<file path="config.mk">
export PLATFORM = sky130hd
export DESIGN_NAME = mem_port_arbiter
export DESIGN_NICKNAME = d
export VERILOG_FILES = /design/src/rtl/mem_port_arbiter.sv
export SDC_FILE = /design/constraint.sdc
export NUM_CORES = 1
export LEC_CHECK = 0
export BUFFER_PORTS_ARGS = -buffer_cell sky130_fd_sc_hd__buf_2
export CAP_MARGIN = 20
export CORE_AREA = 2 2 210 212
export CTS_BUF_LIST = sky130_fd_sc_hd__clkbuf_16
export DETAILED_ROUTE_END_ITERATION = 8
export DIE_AREA = 0 0 212 214
export GPL_TIMING_DRIVEN = 1
export SLEW_MARGIN = 15
export SYNTH_ARGS = -nofsm -noshare
export SYNTH_HDL_FRONTEND = slang
export SYNTH_SLANG_ARGS = --single-unit
</file>
<file path="constraint.sdc">
create_clock -name clock -period 4.1 [get_ports clock]
set_clock_uncertainty 0.2 [all_clocks]
set_input_delay 0.82 -clock clock [delete_from_list [all_inputs] [get_ports clock]]
set_output_delay 0.82 -clock clock [all_outputs]
set_load 0.1 [all_outputs]
</file>
<file path="src/rtl/mem_port_arbiter.sv">
// mem_port_arbiter: shares one memory port between instruction fetch
// (read-only) and load/store (read/write) requesters. One transaction is
// outstanding at a time. The winning request is latched on accept, driven to
// memory, and the memory response is routed back to the requester that owns it.
//
// Configuration macro: MEM_ARB_ROUND_ROBIN_EN
//   defined   - round-robin arbitration on ties (IFU wins the first tie
//               after reset)
//   undefined - fixed priority, LSU always wins ties
//
// Ports:
//   clock, reset (async, active-low)
//   ifu_req_*  : fetch request (valid/ready/addr)
//   ifu_resp_* : fetch response (valid/data)
//   lsu_req_*  : load/store request (valid/ready/addr/wen/wdata/wmask)
//   lsu_resp_* : load/store response (valid/data, data is 0 for writes)
//   mem_req_*  : request to memory (valid/ready/addr/wen/wdata/wmask)
//   mem_resp_* : response from memory (valid/data)
//   busy       : a transaction is in flight (state is not IDLE)
module mem_port_arbiter #(
    parameter int unsigned ADDR_W = 64,
    parameter int unsigned DATA_W = 64
) (
    input  logic                  clock,
    input  logic                  reset,
    input  logic                  ifu_req_valid,
    output logic                  ifu_req_ready,
    input  logic [ADDR_W-1:0]     ifu_req_addr,
    output logic                  ifu_resp_valid,
    output logic [DATA_W-1:0]     ifu_resp_data,
    input  logic                  lsu_req_valid,
    output logic                  lsu_req_ready,
    input  logic [ADDR_W-1:0]     lsu_req_addr,
    input  logic                  lsu_req_wen,
    input  logic [DATA_W-1:0]     lsu_req_wdata,
    input  logic [DATA_W/8-1:0]   lsu_req_wmask,
    output logic                  lsu_resp_valid,
    output logic [DATA_W-1:0]     lsu_resp_data,
    output logic                  mem_req_valid,
    input  logic                  mem_req_ready,
    output logic [ADDR_W-1:0]     mem_req_addr,
    output logic                  mem_req_wen,
    output logic [DATA_W-1:0]     mem_req_wdata,
    output logic [DATA_W/8-1:0]   mem_req_wmask,
    input  logic                  mem_resp_valid,
    input  logic [DATA_W-1:0]     mem_resp_data,
    output logic                  busy
);

    localparam int unsigned MASK_W = DATA_W / 8;

    // Owner / grant encoding: 0 = IFU, 1 = LSU.
    localparam logic OWN_IFU = 1'b0;
    localparam logic OWN_LSU = 1'b1;

    typedef enum logic [1:0] {
        S_IDLE = 2'd0,
        S_REQ  = 2'd1,
        S_WAIT = 2'd2
    } state_t;

    state_t              state_q, state_d;
    logic                owner_q;
    logic [ADDR_W-1:0]   addr_q;
    logic                wen_q;
    logic [DATA_W-1:0]   wdata_q;
    logic [MASK_W-1:0]   wmask_q;

    logic                accept;
    logic                grant_lsu;
    logic                tie_lsu;
    logic                lsu_wins;

`ifdef MEM_ARB_ROUND_ROBIN_EN
    logic                last_grant_q;

    // On a tie, grant whichever requester was not granted last time.
    assign tie_lsu = (last_grant_q == OWN_IFU);

    // Reset value LSU makes IFU win the first tie.
    always_ff @(posedge clock or negedge reset) begin
        if (!reset) begin
            last_grant_q <= OWN_LSU;
        end else if (accept) begin
            last_grant_q <= grant_lsu;
        end
    end
`else
    // Fixed priority: LSU always wins a tie.
    assign tie_lsu = 1'b1;
`endif

    assign lsu_wins = lsu_req_valid && (!ifu_req_valid || tie_lsu);

    // State register.
    always_ff @(posedge clock or negedge reset) begin
        if (!reset) begin
            state_q <= S_IDLE;
        end else begin
            state_q <= state_d;
        end
    end

    // Next-state, grant and handshake generation.
    always_comb begin
        state_d        = state_q;
        accept         = 1'b0;
        grant_lsu      = 1'b0;
        ifu_req_ready  = 1'b0;
        lsu_req_ready  = 1'b0;
        mem_req_valid  = 1'b0;
        ifu_resp_valid = 1'b0;
        lsu_resp_valid = 1'b0;
        case (state_q)
            S_IDLE: begin
                // Gating with reset keeps ready low while reset is held.
                if (reset && (ifu_req_valid || lsu_req_valid)) begin
                    accept        = 1'b1;
                    grant_lsu     = lsu_wins;
                    ifu_req_ready = !lsu_wins;
                    lsu_req_ready = lsu_wins;
                    state_d       = S_REQ;
                end
            end
            S_REQ: begin
                mem_req_valid = 1'b1;
                if (mem_req_ready) begin
                    state_d = S_WAIT;
                end
            end
            S_WAIT: begin
                if (mem_resp_valid) begin
                    if (owner_q == OWN_LSU) begin
                        lsu_resp_valid = 1'b1;
                    end else begin
                        ifu_resp_valid = 1'b1;
                    end
                    state_d = S_IDLE;
                end
            end
            default: begin
                state_d = S_IDLE;
            end
        endcase
    end

    // Request latch; IFU requests are always reads with an empty mask.
    always_ff @(posedge clock or negedge reset) begin
        if (!reset) begin
            owner_q <= OWN_IFU;
            addr_q  <= '0;
            wen_q   <= 1'b0;
            wdata_q <= '0;
            wmask_q <= '0;
        end else if (accept) begin
            owner_q <= grant_lsu;
            addr_q  <= grant_lsu ? lsu_req_addr : ifu_req_addr;
            wen_q   <= grant_lsu & lsu_req_wen;
            wdata_q <= grant_lsu ? lsu_req_wdata : '0;
            wmask_q <= grant_lsu ? lsu_req_wmask : '0;
        end
    end

    // Memory request fields read as 0 whenever no request is presented.
    assign mem_req_addr  = mem_req_valid ? addr_q  : '0;
    assign mem_req_wen   = mem_req_valid & wen_q;
    assign mem_req_wdata = mem_req_valid ? wdata_q : '0;
    assign mem_req_wmask = mem_req_valid ? wmask_q : '0;

    // Response data passes through only to the owner; writes return 0.
    assign ifu_resp_data = ifu_resp_valid ? mem_resp_data : '0;
    assign lsu_resp_data = (lsu_resp_valid && !wen_q) ? mem_resp_data : '0;

    assign busy = (state_q != S_IDLE);

endmodule

</file>
==> run summary <==
The initial antenna violation count was 2. The tools report the number of global-route vias before repair as 7,269. After floorplanning, the core was divided into 76 placement rows. Relative to the synthesized area, the layout overhead comes to 45.9%.

The number of nets handed over by synthesis was 1,105. Summed over all layers, the routed wires come to 27,400 um. After synthesis, the mean cell area works out to 9.94 um^2. The dominant cell type by area after synthesis was dfrtp_1.

The nature of the critical path endpoint was an output port. The routability congestion estimate from global placement was 0.848; the number of DRC markers in iteration 0 was 317. For the count of antenna-violating nets left after detailed routing, the log shows 0. For the area of the core region, the log shows 42,900 um^2.

The smallest clock period supported by the final layout is computed as 3.47 ns. For this run, the detailed router's first-pass iteration total came to 4. The die area came out at 45,400 um^2.

The run gives 0.42 ns as the clock latency reported for the late side of the worst-skew pair. The post-detailed-route DRC marker count is 0. Summed over all cells, the static leakage comes to 7.14 nW.

For the final routed database, the setup TNS stands at 0 ns. In this design, the largest share of critical-path delay is due to buffers and inverters. For the effective utilization at floorplan, the log shows 0.193. TritonCTS built the clock tree. In this run the number of H-tree levels came out at 4. Yosys synthesis warning count: 0. Max-cap violations in this run came to 0.

The slew at the pin closest to its max-slew limit was 1.04 ns. After synthesis, the cell types taking the most area are dfrtp_1 (42%), mux2_2 (14%), and2_1 (9.7%). The global-route usage over all layers was 0.116; the buffer and inverter count on the worst path was 2. From bottom edge to top edge, the die measures 214 um. The detailed-route wire length per cell is 14.1 um, and the number of buffers on the longest clock path is 2. In this run the worst path has a maximum fanout of 65. The HPWL after detailed placement is 21,200 um.

The first global-routing pass estimated 40,300 um of wire. For the hold-fix buffer count after cts, the log shows 0. The power density over the cells is 797 nW/um^2. The post-layout instance area is 12,100 um^2, and the via count normalized by instance count is 3.90. The run gives 0 as the max-slew violation count. STA classifies the critical path startpoint as a flop. Gates resized during post-CTS repair numbered 0.

The delay of the slowest cell on the worst path is 0.46 ns, and the fmax is 0.288 GHz. The width of the chip came out at 212 um. The flow ran to the end, and the final reports show no timing, DRC or antenna violations. Entering global routing, the biggest net connects 100 pins. Setup violations remaining at the end of the flow were counted as 0. The tree built by TritonCTS fans out to 140 sinks. Post-CTS timing repair inserted 0 buffers for setup. Synthesis handed over a netlist of 834 instances.

The share of final-layout standard cells stronger than drive strength 1 came out at 0.531. The tools report the number of hold violations in the final report as 0. Data on the critical path is required at its endpoint by 3.08 ns.

The critical path class was flop to output port. The tools report the number of clock buffers inserted by TritonCTS as 17. The highest-delay cell along the critical path was buf_4.

In this run, distinct cell masters in the synthesized netlist total 20. Clock-pin slew was measured on the worst setup and hold paths at 0.06 ns. The tools report the library cell used as clock root buffer as clkbuf_16. Setup repair after global routing left no endpoint under its margin.

In this run, synthesis produced a sequential element count of 140. The portion of synthesized cell area occupied by the leading cell type was 0.423; the arrival time reported for the critical path endpoint was 2.45 ns. The sequential element share of the synthesized area is 0.423. The fraction of the cycle the final worst path needs is 0.846, and the count of nets after finishing is 1,611.

The run gives 0.306 as the headroom to the max-slew limit. For this run the aggregate overflow at the end of global routing stands at 0. For this block, the via count after detailed routing is 7,564. The min-delay analysis places its worst path in the category flop to flop. Summing every instance area after synthesis gives 8290 um^2.

On the final layout, the worst hold slack is 0.296 ns. Port buffer count: 541. VDD sags by at most 0.527 mV.

The run gives 542 as the top-level port count. Walking the worst path, the cells encountered are nand2b_1 > nor3b_4 > buf_4 > and2_1 > buf_2. After detailed placement, the total cell area comes to 11,500 um^2.
[worst paths after layout]
| path | from | to | slack, ns | cells after the start |
|---|---|---|---|---|
| min in group asynchronous | reset | wdata_q[3]$_DFFE_PN0P_ | 0.35 | 2 |
| worst min register to register | addr_q[37]$_DFFE_PN0P_ | addr_q[37]$_DFFE_PN0P_ | 0.30 | 1 |
| worst min-delay path | addr_q[37]$_DFFE_PN0P_ | addr_q[37]$_DFFE_PN0P_ | 0.30 | 1 |
| worst max register to register | state_q[0]$_DFFE_PN0P_ | addr_q[28]$_DFFE_PN0P_ | 2.00 | 4 |
| worst max-delay path | state_q[0]$_DFFE_PN0P_ | ifu_resp_data[51] | 0.63 | 5 |
| max in group asynchronous | reset | wdata_q[42]$_DFFE_PN0P_ | 2.50 | 3 |
[cell usage in the layout (no fill, tap or decap), types with 6 or more instances in the layout]
cell type / Yosys / final
inv_1: 75 / 75
dfrtp_1: 140 / 140
mux2_2: 101 / 101
inv_6: 0 / 6
buf_4: 15 / 12
buf_2: 16 / 535
nor2_1: 75 / 74
and2_1: 128 / 128
mux2i_1: 73 / 73
and3_1: 65 / 65
clkbuf_16: 0 / 17
nand2_1: 75 / 75
mux2_4: 27 / 27
[layout make-up]
type / count / area (um^2)
multi-input cells: 552 / 4130
flip-flops and latches: 140 / 3500
inverters: 75 / 282
repair buffers: 554 / 2890
clock inverters: 15 / 129
fillers: 4569 / 30800
well taps: 585 / 732
clock buffers: 17 / 425
diodes: 2 / 5.00
[stage by stage]
step / instances / setup slack, ns / util / total power [mW]
CTS: 1938 / 0.602 / 0.282 / 9.77
global route: 1940 / 0.483 / 0.282 / 10.1
global placement: 1906 / 0.967 / 0.269 / 8.18
finish: 1940 / 0.631 / 0.282 / 9.64
detailed placement: 1906 / 0.895 / 0.269 / 8.26
floorplan: 834 / 0.220 / - / 7.27
[routing by layer]
metal,vias to the layer above,track usage,part of all wire
met1,3541,0.128,0.40
met5,-,0,0
li1,3676,-,-
met3,38,0.0279,0.066
met2,309,0.206,0.50
met4,0,0.0582,0.035
[logic make-up after synthesis]
group	share of synthesized area
buffers and inverters	0.0824
muxes	0.274
AOI/OAI and AO/OA	0.00362
and+or+nand+nor	0.217
DFF	0.423
[state kept, by name (all words and copies together) (netlist names)]
| signal | flops |
|---|---|
| addr_q | 64 |
| wdata_q | 64 |
| wmask_q | 8 |
| state_q | 2 |
| owner_q | 1 |
| wen_q | 1 |
[worst register-to-register path, stage by stage, from the launching register on]
cell and delay [ns]:
dfrtp_1 0.40, nor2_2 0.30, o211ai_4 0.18, buf_12 0.24, mux2_2 0.66
[cells in the mapped netlist, drive strengths merged]
master    n
dfrtp   140
and2    128
mux2    128
nor2     76
inv      75
nand2    75
mux2i    73
and3     65
buf      39
clkbuf   28
nand2b    2
o21ai     2
a21o      1
nor3b     1
o211ai    1
[report_power, final]
part	total, mW	switching (mW)	internal [mW]
clock	1.46	0.665	0.794
combinational	5.91	4.66	1.25
sequential	2.27	0.225	2.05
total	9.64	5.55	4.09
No activity file was read; power rests on OpenSTA's default activity.
